--- config.mk ---
export PLATFORM = sky130hd
export DESIGN_NAME = fp_mult_result_stage
export DESIGN_NICKNAME = d
export VERILOG_FILES = /design/src/rtl/fp_mult_result_stage.sv
export SDC_FILE = /design/constraint.sdc
export NUM_CORES = 1
export LEC_CHECK = 0
export ABC_AREA = 1
export CORE_AREA = 2 2 89 126
export DETAILED_ROUTE_END_ITERATION = 6
export DIE_AREA = 0 0 91 128
export GPL_TIMING_DRIVEN = 0
export PLACE_DENSITY = 0.75
export SYNTH_ARGS = -nofsm -noshare
export SYNTH_HDL_FRONTEND = slang
export SYNTH_SLANG_ARGS = --single-unit
export TNS_END_PERCENT = 30
--- constraint.sdc ---
create_clock -name clk -period 2.06 [get_ports clk]
set_input_delay 0.309 -clock clk [delete_from_list [all_inputs] [get_ports clk]]
set_output_delay 0.309 -clock clk [all_outputs]
set_load 0.1 [all_outputs]
--- src/rtl/fp_mult_result_stage.sv ---
// Result buffer behind fp_mult: a small circular FIFO of product/status pairs,
// with sticky exception flags and an accepted-result counter.
module fp_mult_result_stage #(
  parameter int DEPTH = 2,
  parameter int CNT_W = 16
) (
  input  logic             clk,
  input  logic             rst,
  input  logic             in_valid,
  output logic             in_ready,
  input  logic [31:0]      in_z,
  input  logic [7:0]       in_status,
  output logic             out_valid,
  input  logic             out_ready,
  output logic [31:0]      out_z,
  output logic [7:0]       out_status,
  input  logic             flag_clr,
  output logic [5:0]       sticky_flags,
  output logic [CNT_W-1:0] result_cnt
);

  localparam int PW = $clog2(DEPTH);

  logic [31:0]   z_mem [DEPTH];
  logic [7:0]    s_mem [DEPTH];
  logic [PW-1:0] wr_ptr;
  logic [PW-1:0] rd_ptr;
  logic [PW:0]   count;
  logic [PW:0]   count_nxt;
  logic [5:0]    flags_nxt;
  logic          accept;
  logic          pop;

  assign out_valid  = (count != '0);
  assign accept     = in_valid & in_ready;
  assign pop        = out_valid & out_ready;
  assign out_z      = z_mem[rd_ptr];
  assign out_status = s_mem[rd_ptr];

  always_comb begin
    count_nxt = count;
    case ({accept, pop})
      2'b10:   count_nxt = count + (PW+1)'(1);
      2'b01:   count_nxt = count - (PW+1)'(1);
      default: count_nxt = count;
    endcase
  end

  // Clear happens before the OR, so a clear+accept leaves only the new flags.
  always_comb begin
    flags_nxt = flag_clr ? 6'b0 : sticky_flags;
    if (accept) begin
      flags_nxt = flags_nxt | {(in_status[7:6] != 2'b11), in_status[5:1]};
    end
  end

  // in_ready is registered from the next occupancy, never from out_ready.
  always_ff @(posedge clk) begin
    if (rst) begin
      for (int i = 0; i < DEPTH; i++) begin
        z_mem[i] <= '0;
        s_mem[i] <= '0;
      end
      wr_ptr       <= '0;
      rd_ptr       <= '0;
      count        <= '0;
      in_ready     <= 1'b1;
      sticky_flags <= '0;
      result_cnt   <= '0;
    end else begin
      if (accept) begin
        z_mem[wr_ptr] <= in_z;
        s_mem[wr_ptr] <= in_status;
        wr_ptr        <= wr_ptr + PW'(1);
        result_cnt    <= result_cnt + CNT_W'(1);
      end
      if (pop) begin
        rd_ptr <= rd_ptr + PW'(1);
      end
      count        <= count_nxt;
      in_ready     <= (count_nxt < (PW+1)'(DEPTH));
      sticky_flags <= flags_nxt;
    end
  end

endmodule
==> results.toml <==
[detailed_routing]
drc = 0
num_vias = 3394
via_per_inst = 4.794
ant_nets = 0
drt_iter0_markers = 135
wl_mm = 10.14
dr.pass1.iters = 5
wl_per_cell_um = 14.32

[setup_path]
rr_endpoint = "z_mem[0][26]"
crit_type = "reg2out"
crit_slowest_cell = "clkdlybuf4s15_1"
critical-path-top-delay-family = "buffers and inverters"
endpoint_kind = "output pin"
slowest_delay_ns = 0.81
critPathBufInv = 2
critPathRequiredTime_ns = 1.75
path_cells = "inv_1, nand2_1, clkdlybuf4s15_1"
worstPathArrival_ns = 1.71
r2r_setup_slack_ns = 0.39
cp_max_fo = 4
critPathLaunchType = "flop"
rr_worst_depth = 5
reg2reg_from = "in_ready"

[clock_tree]
cts_tree = "done"
clock_path_buffers = 2
h-tree-depth = 3
clock_sinks = 108
cts-root-buf = "clkbuf_16"
clock_latency_ns = 0.35
cts_buffers = 9
clk_pin_slew_worst_paths_ns = 0.07
cts_hold_buf = 0

[die]
core_sq_mm = 0.01059
num_rows = 45
io-pin-count = 109
die-area_sq_mm = 0.01165
fp.dieW_um = 91
start_util_pct = 43.96
fp.dieH_um = 128

[placement]
hpwlAfterDp_mm = 7.117
io_buffers = 108
dp_worst_setup_slack_ns = -0.6625
place.gp.congestion = 0.8356
placed_area_sq_mm = 0.005922
placed_cells = 692

[synth]
synth_top_family_by_area = "simple AND/OR/NAND/NOR gates"
yosys.area_share.xor_xnor_pct = 0.1882
async_flop_share_pct = 0
avgSynthCellArea_sq_um = 10.50
synth-simple-area-share_pct = 15.41
synthMuxAreaShare_pct = 9.680
yosys.cell_types.count = 22
syn_inst = 443
synth.net_count = 490
ys_ff_latch = 108
syn-cell-area_sq_mm = 0.004653
synth_compound_area_share_pct = 3.334
yosysSeqAreaShare_pct = 63.67
ys.warnings.count = 0
ys.flop_type = "edfxtp_1"
synth_edf_count = 80
synth_fa_ha_area_share_pct = 0.5378

[run]
cap_viol_max_count = 0

[grt]
grt.total_usage_pct = 18.28
grt_first_pass_wirelength_mm = 16.73
grt_pass1_vias = 3457
antenna_found_initial = 0
overflow = 0
grt_max_degree = 41

[worst_hold_path]
hold_path_depth = 1
hold_path.startpoint = "rd_ptr"
min_path_type = "reg2reg"

[layout]
design_area_sq_mm = 0.006021
syn2layout_area_growth_pct = 29.39
nets = 609
antennaDiodeCount = 0
drive_gt1_share_pct = 20.81
fin_cells = 708

[timing]
fin_worst_skew_ns = 0.009704
min_period_ns = 2.020
period_share_pct = 98.08
setup_ws_ns = 0.03951
rsz0062_at_grt = "yes"
tightest_slew_ns = 0.9735
relSlewSlack_pct = 35.35
finalSetupViolations = 0
slew_viol_final = 0
hold_viol = 0
max_freq_mhz = 494.9

[pwr]
p_leak_nw = 2.698
power_density_mw_per_mm2 = 1155
ir_drop_mv = 0.8141

[outcome]
outcome = "finished clean"
## timing repair
action / CTS / global route
buffers inserted: 0 / 0
setup endpoints to repair: 104 / 96
resized for setup: 209 / 25
cloned: 0 / 0
## cells in the mapped netlist, types with 4 or more instances
library cell	n	area (sq um)
edfxtp_1	80	2402
dfxtp_1	28	560.5
mux2_2	40	450.4
inv_1	68	255.2
nand3_1	10	50.05
nand2_1	47	176.4
nor2_1	110	412.9
a21oi_1	16	80.08
buf_2	12	60.06
o21ai_0	12	60.06
nor2_2	4	25.02
## cell usage in the layout (no fill, tap or decap), types with 2 or more instances in the layout
cell type / netlist / final
clkdlybuf4s50_1: 0 / 44
edfxtp_1: 80 / 80
clkbuf_1: 1 / 2
buf_2: 12 / 47
dfxtp_1: 28 / 26
a21oi_1: 16 / 16
nor3_1: 2 / 2
mux2_2: 40 / 40
nor2_1: 110 / 110
nand2_2: 2 / 2
o21a_1: 2 / 2
nand4_1: 2 / 2
clkinv_1: 0 / 2
nand2_1: 47 / 45
clkbuf_16: 0 / 9
dlygate4sd2_1: 0 / 23
nand3_1: 10 / 10
o21ai_0: 12 / 12
nand2_8: 0 / 2
buf_4: 0 / 4
inv_1: 68 / 68
dfxtp_2: 0 / 2
nor2_2: 4 / 4
ha_1: 2 / 2
## area by class of cell
| cell class | count | area, sq um |
|---|---|---|
| Tap cell | 141 | 176.4 |
| Sequential cell | 108 | 2965 |
| Timing Repair Buffer | 108 | 854.6 |
| Inverter | 69 | 259.0 |
| Multi-Input combinational cell | 252 | 1389 |
| Buffer | 14 | 85.08 |
| Clock inverter | 6 | 62.56 |
| Fill cell | 968 | 4564 |
| Clock buffer | 10 | 229.0 |
## routing by layer
metal	part of all wire (%)	up-vias	track usage [%]
met3	4.7	17	3.645
met4	2.5	0	9.002
met1	41	1613	21.51
li1	-	1674	-
met5	0	-	0
met2	52	90	31.85
## state kept, by name (all words and copies together), names as in the netlist, named ones only
register	flops
count	1
sticky_flags	6
result_cnt	16
s_mem	16
rd_ptr	1
wr_ptr	1
in_ready	1
z_mem	64
## worst max path at each step
stage	from	endpoint	slack, ns	cells after the start
4_1_cts	flop	out_z[29]	-0.16	3
3_5_place_dp	rst	z_mem[0][9]	-0.66	5
5_1_grt	count[0]	out_valid	-0.04	3
6_report	count[0]	out_valid	0.04	3
2_1_floorplan	in_ready	s_mem[0][0]	-0.06	5
3_3_place_gp	rst	z_mem[0][9]	-0.62	5
## stage by stage
step	hold slack, ns	setup TNS [ns]	power [W]	utilization, %
6_report	0.4602	0	0.006953	56.88
4_1_cts	0.4667	-1.242	0.007024	57.26
3_3_place_gp	0.4351	-45.74	0.005423	55.95
3_5_place_dp	0.4539	-49.73	0.005473	55.95
2_1_floorplan	0.4255	-2.399	0.004871	-
5_1_grt	0.4821	-0.03640	0.007215	56.88
## power breakdown
group          switching (W)  total [W]  internal, W
Clock               0.000759    0.00170     0.000942
Sequential         0.0000872    0.00267      0.00259
Combinational        0.00205    0.00258     0.000531
## cells by family after synthesis
group	after synthesis
and+or+nand+nor	179
buffers and inverters	83
AOI/OAI and AO/OA	30
adders and majority gates	2
xor gates and xnor gates	1
DFF	108
muxes	40
No activity file was read; power rests on OpenSTA's default activity.
==> edit: new RTL, same settings <==
Set the parameter `CNT_W` to 18 (it was 16).
--- a/src/rtl/fp_mult_result_stage.sv
+++ b/src/rtl/fp_mult_result_stage.sv
@@ -4,3 +4,3 @@
   parameter int DEPTH = 2,
-  parameter int CNT_W = 16
+  parameter int CNT_W = 18
 ) (
Interface: changed (resized result_cnt); port bits go from 109 to 111. The function was not compared with the original's and may differ.
==> edit against the unedited design <==
Combinational power is 2% higher; die area stayed put; power is 0.63% lower; area after synthesis is 5.9% higher; routed wire length is 4.9% higher; worst setup slack better by 0.0038 ns; sequential cell count is 2 higher; final area is 4.4% higher; global-route usage is 0.60 points higher; largest cell class unchanged; first-iteration DRC count is 31% lower; utilization is 2.5 points higher.
==> edit: results (changes against the unedited design) <==
- Status: completed (unchanged)
- Total Routing Usage GR: 18.9% (was 18.3%)
- Detailed placer's ending HPWL: 7.63 mm (was 7.12 mm)
- Delay of the slowest cell on the worst path: 0.91 ns (was 0.81 ns)
- DRT Pass-1 Iters: 4 (was 5)
- Max Clock Skew: 0.00610 ns (was 0.00970 ns)
- Share of synthesized area occupied by flip-flops and latches: 60.9% (was 63.7%)
- Area contributors post-synth: edfxtp_1, dfxtp_1, mux2_2 (unchanged)
- Register cell area after layout: 3000 µm² (was 2970 µm²)
- Number of different library cells in the post-synthesis netlist: 33 (was 22)
- Via count: 3504 (was 3394)
- Vias in the first global route: 3709 (was 3457)
- Multi-input gate area: 1580 µm² (was 1390 µm²)
- Biggest registers after layout: z_mem (64), result_cnt (18), s_mem (16) (was z_mem (64), result_cnt (16), s_mem (16))
- Clk. pwr: 1.57 mW (was 1.70 mW)
- Count of multi-input gates: 259 (was 252)
- Met3 wire len: 572 µm (was 472 µm)
- Synthesized cell area: 4930 µm² (was 4650 µm²)
- Reg power frac: 39.2% (was 38.5%)
- DRT iter0 DRCs: 93 (was 135)
- Mean routed wirelength per cell: 14.7 µm (was 14.3 µm)
- Slowest cell on the critical path: dlygate4sd2_1 (was clkdlybuf4s15_1)
- Grt met2 use: 35.1% (was 31.9%)
- Routed wl met2: 5.59 mm (was 5.27 mm)
- CP max FO: 5 (was 4)
- Count of state elements after synthesis: 110 (was 108)
- Total number of nets in the final design: 624 (was 609)
- Resize count post-CTS: 211 (was 209)
- Fin Hold WS: 0.454 ns (was 0.460 ns)
- Post-route met1 wirelength: 4.28 mm (was 4.15 mm)
- Fraction of area in multi-input gates: 25.1% (was 23.1%)
- Data-path buffer share of cell area in the final layout: 15.6% (about the same)
- P_leak: 2.75 nW (was 2.70 nW)
- Met1 Resource Use GR: 21.3% (was 21.5%)
- Endpoint of the most critical register-to-register path: s_mem[1][0] (was z_mem[0][26])
- Layout cell share with drive strength beyond 1: 24.9% (was 20.8%)
- Maximum resistive drop on vdd: 0.505 mV (was 0.814 mV)
- Relative area of clock buffers and inverters in the final design: 4.24% (was 4.84%)
- Count of filler cells inserted in the layout: 935 (was 968)
- Gate Count Post-Synth: 456 (was 443)
- Top cell types by occurrence after synthesis: nor2_1, edfxtp_1, inv_1 (unchanged)
[edit: cell count changes in the layout (fill, tap and decap cells not counted), sizes merged, moves of 2 or more]
cell,delta
nor3b,+2
o21a,-2
nor2,-2
a21oi,+2
nand3,+6
dfxtp,+2
nand4,-2
nor3,+2
inv,+4
[edit: worst max-delay path by stage]
stage / startpoint / end / slack [ns] / cells after the start
after global placement: rst / z_mem[0][7] / -0.65 / 5
after CTS: flop / out_z[23] / -0.13 / 3
final: result_cnt[6] / result_cnt[6] / 0.04 / 1
after detailed placement: rst / z_mem[0][5] / -0.61 / 5
after floorplan: in_ready / s_mem[0][0] / -0.10 / 5
after global routing: result_cnt[6] / result_cnt[6] / 0.002 / 1
[edit: cell families after synthesis]
logic type | share of synthesized area [%]
buffers and inverters | 7.74
AND/OR/NAND/NOR | 18.1
multiplexers | 9.14
AO/OA/AOI/OAI | 3.40
XOR/XNOR | 0.178
flip-flops | 60.9
adder cells (fa/ha/maj) | 0.508
